===== config.mk =====
export PLATFORM = sky130hd
export DESIGN_NAME = hls_frame_sequencer_flat
export DESIGN_NICKNAME = d
export VERILOG_FILES = /design/src/rtl/hls_frame_sequencer_if.sv /design/src/rtl/hls_frame_sequencer.sv /design/src/flat_wrapper.sv
export SDC_FILE = /design/constraint.sdc
export NUM_CORES = 2
export LEC_CHECK = 0
export ABC_AREA = 1
export BUFFER_PORTS_ARGS = -buffer_cell sky130_fd_sc_hd__buf_4
export CORE_AREA = 2 2 762 764
export CTS_BUF_LIST = sky130_fd_sc_hd__clkbuf_2 sky130_fd_sc_hd__clkbuf_4 sky130_fd_sc_hd__clkbuf_8
export DETAILED_ROUTE_END_ITERATION = 10
export DIE_AREA = 0 0 764 766
export GPL_ROUTABILITY_DRIVEN = 0
export HOLD_SLACK_MARGIN = 0.08
export PLACE_DENSITY = 0.4
export SLEW_MARGIN = 20
export SYNTH_ARGS = -nofsm -noshare
export SYNTH_HDL_FRONTEND = slang
export SYNTH_SLANG_ARGS = --single-unit

===== constraint.sdc =====
create_clock -name clk -period 5.6 [get_ports clk]
set_input_delay 0.56 -clock clk [delete_from_list [all_inputs] [get_ports clk]]
set_output_delay 0.56 -clock clk [all_outputs]
set_load 0.01 [all_outputs]

===== src/rtl/hls_frame_sequencer_if.sv =====
// Signal bundle between the frame sequencer, its sample/result streams and the hls4ml core.
// The slave modport is the sequencer's view; master is the surrounding environment.
interface hls_frame_sequencer_if #(
    parameter int SAMPLE_W  = 18,
    parameter int N_SAMPLES = 100,
    parameter int OUT_W     = 24,
    parameter int N_OUT     = 2
);
    localparam int CLS_W = (N_OUT > 1) ? $clog2(N_OUT) : 1;

    logic [SAMPLE_W-1:0]           s_data;
    logic                          s_valid;
    logic                          s_ready;
    logic                          core_start;
    logic                          core_ready;
    logic                          core_done;
    logic                          core_idle;
    logic [N_SAMPLES*SAMPLE_W-1:0] core_in;
    logic                          core_in_vld;
    logic [N_OUT*OUT_W-1:0]        core_out;
    logic [N_OUT-1:0]              core_out_vld;
    logic [N_OUT*OUT_W-1:0]        m_scores;
    logic [CLS_W-1:0]              m_class;
    logic                          m_valid;
    logic                          m_ready;
    logic                          timeout_err;
    logic [15:0]                   frame_cnt;

    modport slave (
        input  s_data, s_valid, core_ready, core_done, core_idle, core_out, core_out_vld, m_ready,
        output s_ready, core_start, core_in, core_in_vld, m_scores, m_class, m_valid,
               timeout_err, frame_cnt
    );

    modport master (
        output s_data, s_valid, core_ready, core_done, core_idle, core_out, core_out_vld, m_ready,
        input  s_ready, core_start, core_in, core_in_vld, m_scores, m_class, m_valid,
               timeout_err, frame_cnt
    );
endinterface


===== src/rtl/hls_frame_sequencer.sv =====
// Packs serial samples into an hls4ml core input, runs the core with timeout recovery,
// captures per-output scores and streams them out with a sequential signed argmax.
module hls_frame_sequencer #(
    parameter int SAMPLE_W  = 18,
    parameter int N_SAMPLES = 100,
    parameter int OUT_W     = 24,
    parameter int N_OUT     = 2,
    parameter int TIMEOUT   = 4096
) (
    input  logic                   clk,
    input  logic                   rst,
    hls_frame_sequencer_if.slave   bus
);
    localparam int CLS_W = (N_OUT > 1) ? $clog2(N_OUT) : 1;
    localparam int IDX_W = (N_SAMPLES > 1) ? $clog2(N_SAMPLES) : 1;
    localparam int TMO_W = $clog2(TIMEOUT) + 1;
    localparam logic [IDX_W-1:0] LAST_IDX = IDX_W'(N_SAMPLES - 1);
    localparam logic [CLS_W-1:0] LAST_CLS = CLS_W'(N_OUT - 1);
    localparam logic [TMO_W-1:0] TMO_LAST = TMO_W'(TIMEOUT - 1);

    typedef enum logic [2:0] {
        ST_FILL    = 3'd0,
        ST_LAUNCH  = 3'd1,
        ST_WAIT    = 3'd2,
        ST_ARGMAX  = 3'd3,
        ST_PRESENT = 3'd4
    } state_t;

    state_t                        state_r, state_next_s;
    logic [IDX_W-1:0]              idx_r;
    logic [N_SAMPLES*SAMPLE_W-1:0] core_in_r;
    logic [N_OUT*OUT_W-1:0]        scores_r;
    logic [N_OUT-1:0]              got_r;
    logic                          done_r;
    logic [TMO_W-1:0]              tmo_cnt_r;
    logic [CLS_W-1:0]              best_idx_r, cmp_k_r;
    logic                          s_ready_r, core_start_r, core_in_vld_r, m_valid_r, timeout_err_r;
    logic [15:0]                   frame_cnt_r;

    logic in_core_s, cap_en_s, got_all_s, done_any_s, tmo_hit_s;
    logic accept_s, handoff_s, abort_s, cmp_gt_s;

    function automatic logic signed [OUT_W-1:0] score_at(input logic [N_OUT*OUT_W-1:0] v,
                                                         input logic [CLS_W-1:0] k);
        return v[int'(k)*OUT_W +: OUT_W];
    endfunction

    // Next-state decode plus the qualifiers shared by the datapath blocks.
    always_comb begin
        state_next_s = state_r;
        in_core_s    = (state_r == ST_LAUNCH) || (state_r == ST_WAIT);
        cap_en_s     = ((state_r == ST_LAUNCH) && bus.core_ready) || (state_r == ST_WAIT);
        got_all_s    = &(got_r | (bus.core_out_vld & {N_OUT{cap_en_s}}));
        done_any_s   = done_r | (cap_en_s & bus.core_done);
        tmo_hit_s    = in_core_s && (tmo_cnt_r == TMO_LAST);
        accept_s     = (state_r == ST_FILL) && bus.s_valid;
        handoff_s    = (state_r == ST_PRESENT) && bus.m_ready;
        cmp_gt_s     = score_at(scores_r, cmp_k_r) > score_at(scores_r, best_idx_r);
        case (state_r)
            ST_FILL:    if (accept_s && (idx_r == LAST_IDX)) state_next_s = ST_LAUNCH;
                        else state_next_s = ST_FILL;
            ST_LAUNCH:  if (bus.core_ready) state_next_s = ST_WAIT;
                        else if (tmo_hit_s) state_next_s = ST_FILL;
                        else state_next_s = ST_LAUNCH;
            ST_WAIT:    if (got_all_s && done_any_s) state_next_s = ST_ARGMAX;
                        else if (tmo_hit_s) state_next_s = ST_FILL;
                        else state_next_s = ST_WAIT;
            ST_ARGMAX:  if (cmp_k_r == LAST_CLS) state_next_s = ST_PRESENT;
                        else state_next_s = ST_ARGMAX;
            ST_PRESENT: if (bus.m_ready) state_next_s = ST_FILL;
                        else state_next_s = ST_PRESENT;
            default:    state_next_s = ST_FILL;
        endcase
        abort_s = tmo_hit_s && (state_next_s == ST_FILL);
    end

    // State register and handshake outputs, registered from the next state.
    always_ff @(posedge clk) begin
        if (!rst) begin
            state_r       <= ST_FILL;
            s_ready_r     <= 1'b1;
            core_start_r  <= 1'b0;
            core_in_vld_r <= 1'b0;
            m_valid_r     <= 1'b0;
            timeout_err_r <= 1'b0;
            frame_cnt_r   <= 16'd0;
            tmo_cnt_r     <= '0;
        end else begin
            state_r       <= state_next_s;
            s_ready_r     <= (state_next_s == ST_FILL);
            core_start_r  <= (state_next_s == ST_LAUNCH);
            core_in_vld_r <= (state_next_s == ST_LAUNCH);
            m_valid_r     <= (state_next_s == ST_PRESENT);
            timeout_err_r <= timeout_err_r | abort_s;
            frame_cnt_r   <= handoff_s ? frame_cnt_r + 16'd1 : frame_cnt_r;
            tmo_cnt_r     <= in_core_s ? tmo_cnt_r + TMO_W'(1) : '0;
        end
    end

    // Sample packing into the core input bus.
    always_ff @(posedge clk) begin
        if (!rst) begin
            idx_r     <= '0;
            core_in_r <= '0;
        end else if (accept_s) begin
            core_in_r[int'(idx_r)*SAMPLE_W +: SAMPLE_W] <= bus.s_data;
            idx_r <= (idx_r == LAST_IDX) ? '0 : idx_r + IDX_W'(1);
        end else begin
            idx_r <= idx_r;
        end
    end

    // Result capture; clearing the flags on handoff or abort wins over a late strobe.
    always_ff @(posedge clk) begin
        if (!rst) begin
            scores_r <= '0;
            got_r    <= '0;
            done_r   <= 1'b0;
        end else begin
            for (int k = 0; k < N_OUT; k++) begin
                if (cap_en_s && bus.core_out_vld[k]) begin
                    scores_r[k*OUT_W +: OUT_W] <= bus.core_out[k*OUT_W +: OUT_W];
                end
            end
            if (handoff_s || abort_s) begin
                got_r  <= '0;
                done_r <= 1'b0;
            end else begin
                got_r  <= got_r | (bus.core_out_vld & {N_OUT{cap_en_s}});
                done_r <= done_any_s;
            end
        end
    end

    // Sequential argmax: strict greater-than keeps the lowest index on ties.
    always_ff @(posedge clk) begin
        if (!rst) begin
            best_idx_r <= '0;
            cmp_k_r    <= '0;
        end else if ((state_r == ST_WAIT) && (state_next_s == ST_ARGMAX)) begin
            best_idx_r <= '0;
            cmp_k_r    <= CLS_W'(1);
        end else if (state_r == ST_ARGMAX) begin
            best_idx_r <= cmp_gt_s ? cmp_k_r : best_idx_r;
            cmp_k_r    <= (cmp_k_r == LAST_CLS) ? cmp_k_r : cmp_k_r + CLS_W'(1);
        end else begin
            best_idx_r <= best_idx_r;
        end
    end

    assign bus.s_ready     = s_ready_r;
    assign bus.core_start  = core_start_r;
    assign bus.core_in     = core_in_r;
    assign bus.core_in_vld = core_in_vld_r;
    assign bus.m_scores    = scores_r;
    assign bus.m_class     = best_idx_r;
    assign bus.m_valid     = m_valid_r;
    assign bus.timeout_err = timeout_err_r;
    assign bus.frame_cnt   = frame_cnt_r;
endmodule


===== src/flat_wrapper.sv =====
// flat-port wrapper written by rule: the top's interface ports become plain ports
module hls_frame_sequencer_flat 
#(
    parameter int SAMPLE_W  = 18,
    parameter int N_SAMPLES = 100,
    parameter int OUT_W     = 24,
    parameter int N_OUT     = 2,
    parameter int TIMEOUT   = 4096
)
  (clk, rst, bus_s_data, bus_s_valid, bus_core_ready, bus_core_done, bus_core_idle, bus_core_out, bus_core_out_vld, bus_m_ready, bus_s_ready, bus_core_start, bus_core_in, bus_core_in_vld, bus_m_scores, bus_m_class, bus_m_valid, bus_timeout_err, bus_frame_cnt);
  hls_frame_sequencer_if #(.SAMPLE_W(SAMPLE_W), .N_SAMPLES(N_SAMPLES), .OUT_W(OUT_W), .N_OUT(N_OUT)) bus_i ();
  input  logic clk;
  input  logic rst;
  input wire logic [$bits(bus_i.s_data)-1:0] bus_s_data;
  input wire logic [$bits(bus_i.s_valid)-1:0] bus_s_valid;
  input wire logic [$bits(bus_i.core_ready)-1:0] bus_core_ready;
  input wire logic [$bits(bus_i.core_done)-1:0] bus_core_done;
  input wire logic [$bits(bus_i.core_idle)-1:0] bus_core_idle;
  input wire logic [$bits(bus_i.core_out)-1:0] bus_core_out;
  input wire logic [$bits(bus_i.core_out_vld)-1:0] bus_core_out_vld;
  input wire logic [$bits(bus_i.m_ready)-1:0] bus_m_ready;
  output wire logic [$bits(bus_i.s_ready)-1:0] bus_s_ready;
  output wire logic [$bits(bus_i.core_start)-1:0] bus_core_start;
  output wire logic [$bits(bus_i.core_in)-1:0] bus_core_in;
  output wire logic [$bits(bus_i.core_in_vld)-1:0] bus_core_in_vld;
  output wire logic [$bits(bus_i.m_scores)-1:0] bus_m_scores;
  output wire logic [$bits(bus_i.m_class)-1:0] bus_m_class;
  output wire logic [$bits(bus_i.m_valid)-1:0] bus_m_valid;
  output wire logic [$bits(bus_i.timeout_err)-1:0] bus_timeout_err;
  output wire logic [$bits(bus_i.frame_cnt)-1:0] bus_frame_cnt;
  assign bus_i.s_data = bus_s_data;
  assign bus_i.s_valid = bus_s_valid;
  assign bus_i.core_ready = bus_core_ready;
  assign bus_i.core_done = bus_core_done;
  assign bus_i.core_idle = bus_core_idle;
  assign bus_i.core_out = bus_core_out;
  assign bus_i.core_out_vld = bus_core_out_vld;
  assign bus_i.m_ready = bus_m_ready;
  assign bus_s_ready = bus_i.s_ready;
  assign bus_core_start = bus_i.core_start;
  assign bus_core_in = bus_i.core_in;
  assign bus_core_in_vld = bus_i.core_in_vld;
  assign bus_m_scores = bus_i.m_scores;
  assign bus_m_class = bus_i.m_class;
  assign bus_m_valid = bus_i.m_valid;
  assign bus_timeout_err = bus_i.timeout_err;
  assign bus_frame_cnt = bus_i.frame_cnt;
  hls_frame_sequencer #(.SAMPLE_W(SAMPLE_W), .N_SAMPLES(N_SAMPLES), .OUT_W(OUT_W), .N_OUT(N_OUT), .TIMEOUT(TIMEOUT)) u_core (.clk(clk), .rst(rst), .bus(bus_i));
endmodule

==> reports/metrics.csv <==
metric,value,unit
drt drc,0,
CP top delay family,simple AND/OR/NAND/NOR gates,
Final HPWL DP,569,mm
endpoints failing setup,0,
first-pass GRT wire length,912,mm
area of the multi-input gates,39400,µm²
top post-synthesis cells by area,"dfxtp_1 (45%), nand2_1 (12%), nor2_1 (8.8%), a21oi_1 (7.4%), o21ai_0 (6.2%)",
Via-to-Cell Ratio,4.24,
Inserted Clock Buffers,392,
RSZ-0062 raised after global routing,false,
Leak,0.0552,µW
Ys Warns,0,
Tightest Pin Transition,1.33,ns
Post-Syn Instances,12600,
number of synthesized flops with an enable pin,0,
CTS tree,built,
WS Path Type,flop to flop,
H-Tree Depth,5,
Die Wd,764,µm
Root Buffer,clkbuf_8,
routed via count,96600,
DRT antenna net count,0,
Clock Tree Buf Depth,4,
"Slew Viols, Final",0,
largest net degree at the start of global routing,188,
crit path DAT,6.47,ns
grt met3 use,8.81,%
register bit total from synthesis,1896,
Yosys top cell area share,44.7,%
CP max FO,51,
placeable core area,576000,µm²
total gr overflow,0,
io pins,1945,
Tcrit/Tclk final,95.3,%
CP Launch Type,flop,
initial antenna violation count,73,
Hold WC Path Type,input port to flop,
GR Util met2,38.1,%
VDD IR max,0.000183,V
final worst setup slack,0.263,ns
fmax,187,MHz
TNS Setup,0,ns
number of fillers in the final layout,65400,
number of setup buffers added after CTS,0,
cell area after placement,110000,µm²
Site Rows,279,
DRT Pass-1 Iters,6,
fin nets,14900,
clk_lat worst skew,1.21,ns
pre-CTS WS,0.235,ns
Clock Sinks,1896,
final hold viol count,0,
final instance area,121000,µm²
die area,585000,µm²
post-synth design cell area,85000,µm²
max cap viols,0,
relative slew slack,11.3,%
drt initial violations,9066,
"Largest stage delay, worst path",0.69,ns
area added between synthesis and finish,41.8,%
Syn Nets,12700,
skew final,0.0867,ns
fraction of layout cells with a size suffix above 1,21.7,%
IO buf count,1943,
WP data required,6.73,ns
GR Layer Usage met1,27.5,%
Cell Pwr Density,306,nW/µm²
CP endpoint kind,flop,
GRT Total Usage,23.3,%
detailed-route wire length per cell,31.4,µm
final hold slack,0.244,ns
CP max stage cell,nor3_1,
Netlist cell types,59,
Initial Utilization,14.7,%
vias in the first global route,90300,
clock slew at reported path FFs,0.06,ns
Async SR Flop Fraction,0,%
register area,38000,µm²
"Critical Path, Cell by Cell",ha_1 -> ha_1 -> inv_1 -> fa_1 -> nand4_1 -> nor2_1 -> nand3_2 -> nor2_1 -> ha_1 -> inv_1 -> nor2_4 -> nand2_8 -> nor2_4 -> inv_8 -> buf_4 -> nor3_1 -> o21ai_0 -> a21oi_1,
Post-synth top flop,dfxtp_1,
outcome,completed,
die height,766,µm
sequential element share of the synthesized area,44.7,%
Worst path most repeated cell,ha_1,
mean area per synthesized cell,6.77,µm²
"area leader, netlist",dfxtp_1,
busiest grt layer,met2,
Worst Path Buf+Inv,4,
final wirelength,716,mm
minimum clock period,5.34,ns
[metal layers]
metal,vias up,part of all wire [%],routed length (µm)
met3,854,10,74100
met2,4257,46,326000
met5,-,0.015,105
met1,46500,40,283000
met4,16,4.5,32300
li1,45000,-,-
[cell families (layout without fill, tap and decap cells)]
logic type / Yosys count / count (layout) / synth area share (%)
AO/OA/AOI/OAI: 2504 / 2504 / 15.2
XOR/XNOR: 5 / 5 / 0.100
adder cells (fa/ha/maj): 38 / 38 / 0.568
buffers and inverters: 2090 / 4547 / 9.64
flip-flops: 1896 / 1896 / 44.7
other: 0 / 34 / 0
AND/OR/NAND/NOR: 6026 / 6026 / 29.8
[cells in the mapped netlist, types with 10 or more instances]
| master | instances |
|---|---|
| nand2_1 | 2617 |
| o21bai_1 | 44 |
| nand4_1 | 327 |
| nand3_1 | 765 |
| and2_1 | 13 |
| nand2_2 | 18 |
| inv_1 | 1368 |
| nor3b_1 | 37 |
| a21oi_1 | 1257 |
| dfxtp_1 | 1896 |
| nor2_1 | 1998 |
| o21ai_0 | 1050 |
| inv_2 | 34 |
| or2_2 | 10 |
| buf_1 | 134 |
| buf_2 | 195 |
| o21ai_2 | 16 |
| buf_4 | 19 |
| nor2_2 | 80 |
| clkbuf_1 | 335 |
| nor2_4 | 13 |
| ha_1 | 37 |
| nor3_1 | 105 |
| o21a_1 | 27 |
| o21ai_1 | 54 |
| o22ai_1 | 18 |
[power breakdown]
part	switching, µW	total, µW	internal, µW
Sequential	38.9	13600	13600
Clock	7430	16600	9120
Combinational	5680	6790	1120
[sequential cells by signal, indices dropped and copies added, names as in the netlist]
signal / cells
u_core.bus.core_in: 1800
u_core.bus.core_in_vld: 1
u_core.bus.frame_cnt: 16
u_core.bus.m_class: 1
u_core.bus.m_scores: 48
u_core.bus.m_valid: 1
u_core.bus.s_ready: 1
u_core.bus.timeout_err: 1
u_core.cmp_k_r: 1
u_core.done_r: 1
u_core.got_r: 2
u_core.idx_r: 7
u_core.state_r: 3
u_core.tmo_cnt_r: 13
[cell type report]
class,count,share of cell area [%]
Clock buffer,602,6.23
Multi-Input combinational cell,8573,32.7
Antenna cell,34,0.0706
Clock inverter,71,0.767
Inverter,1403,4.44
Timing Repair Buffer,2471,16.3
Sequential cell,1896,31.5
Tap cell,7727,8.02
[worst paths after layout]
kind,startpoint,end,slack (ns),cells after the start
hold / removal,bus_s_data[10],u_core.bus.core_in[10]$_SDFFE_PN0P_,0.24,7
hold reg to reg,u_core.bus.core_in[839]$_SDFFE_PN0P_,u_core.bus.core_in[839]$_SDFFE_PN0P_,0.44,2
setup reg to reg,u_core.idx_r[3]$_SDFFE_PN0P_,u_core.bus.core_in[1017]$_SDFFE_PN0P_,0.26,18
setup / recovery,u_core.idx_r[3]$_SDFFE_PN0P_,u_core.bus.core_in[1017]$_SDFFE_PN0P_,0.26,18
[placed cells by master (no fill, tap or decap), drive strengths merged, types with 331 or more instances in the layout]
cell type,n
nand2,2640
nor2,2092
dfxtp,1896
inv,1418
a21oi,1259
o21ai,1122
clkbuf,602
nand3,773
nand4,331
buf,2298
[through the flow]
step                power [µW]  cells  util (%)
floorplan                16400  12600         -
global placement         20700  21900      19.1
detailed placement       20700  21900      19.1
CTS                      37400  22700      20.9
global route             38100  22800      20.9
finish                   36900  22800      20.9
[worst register-to-register path: stages, from the launching register on]
cell	delay [ns]
dfxtp_1	0.46
ha_1	0.21
ha_1	0.19
inv_1	0.07
fa_1	0.62
nand4_1	0.16
nor2_1	0.22
nand3_2	0.18
nor2_1	0.13
ha_1	0.34
inv_1	0.20
nor2_4	0.40
nand2_8	0.16
nor2_4	0.23
inv_8	0.27
buf_4	0.41
nor3_1	0.71
o21ai_0	0.16
a21oi_1	0.15
[what timing repair did]
action                                 in CTS  in global routing
resized for setup                           0                  1
hold buffers                              173                  0
endpoints found under the hold margin     317                  0
setup endpoints to repair                   0                  1
Power figures use the tool's default switching activity.
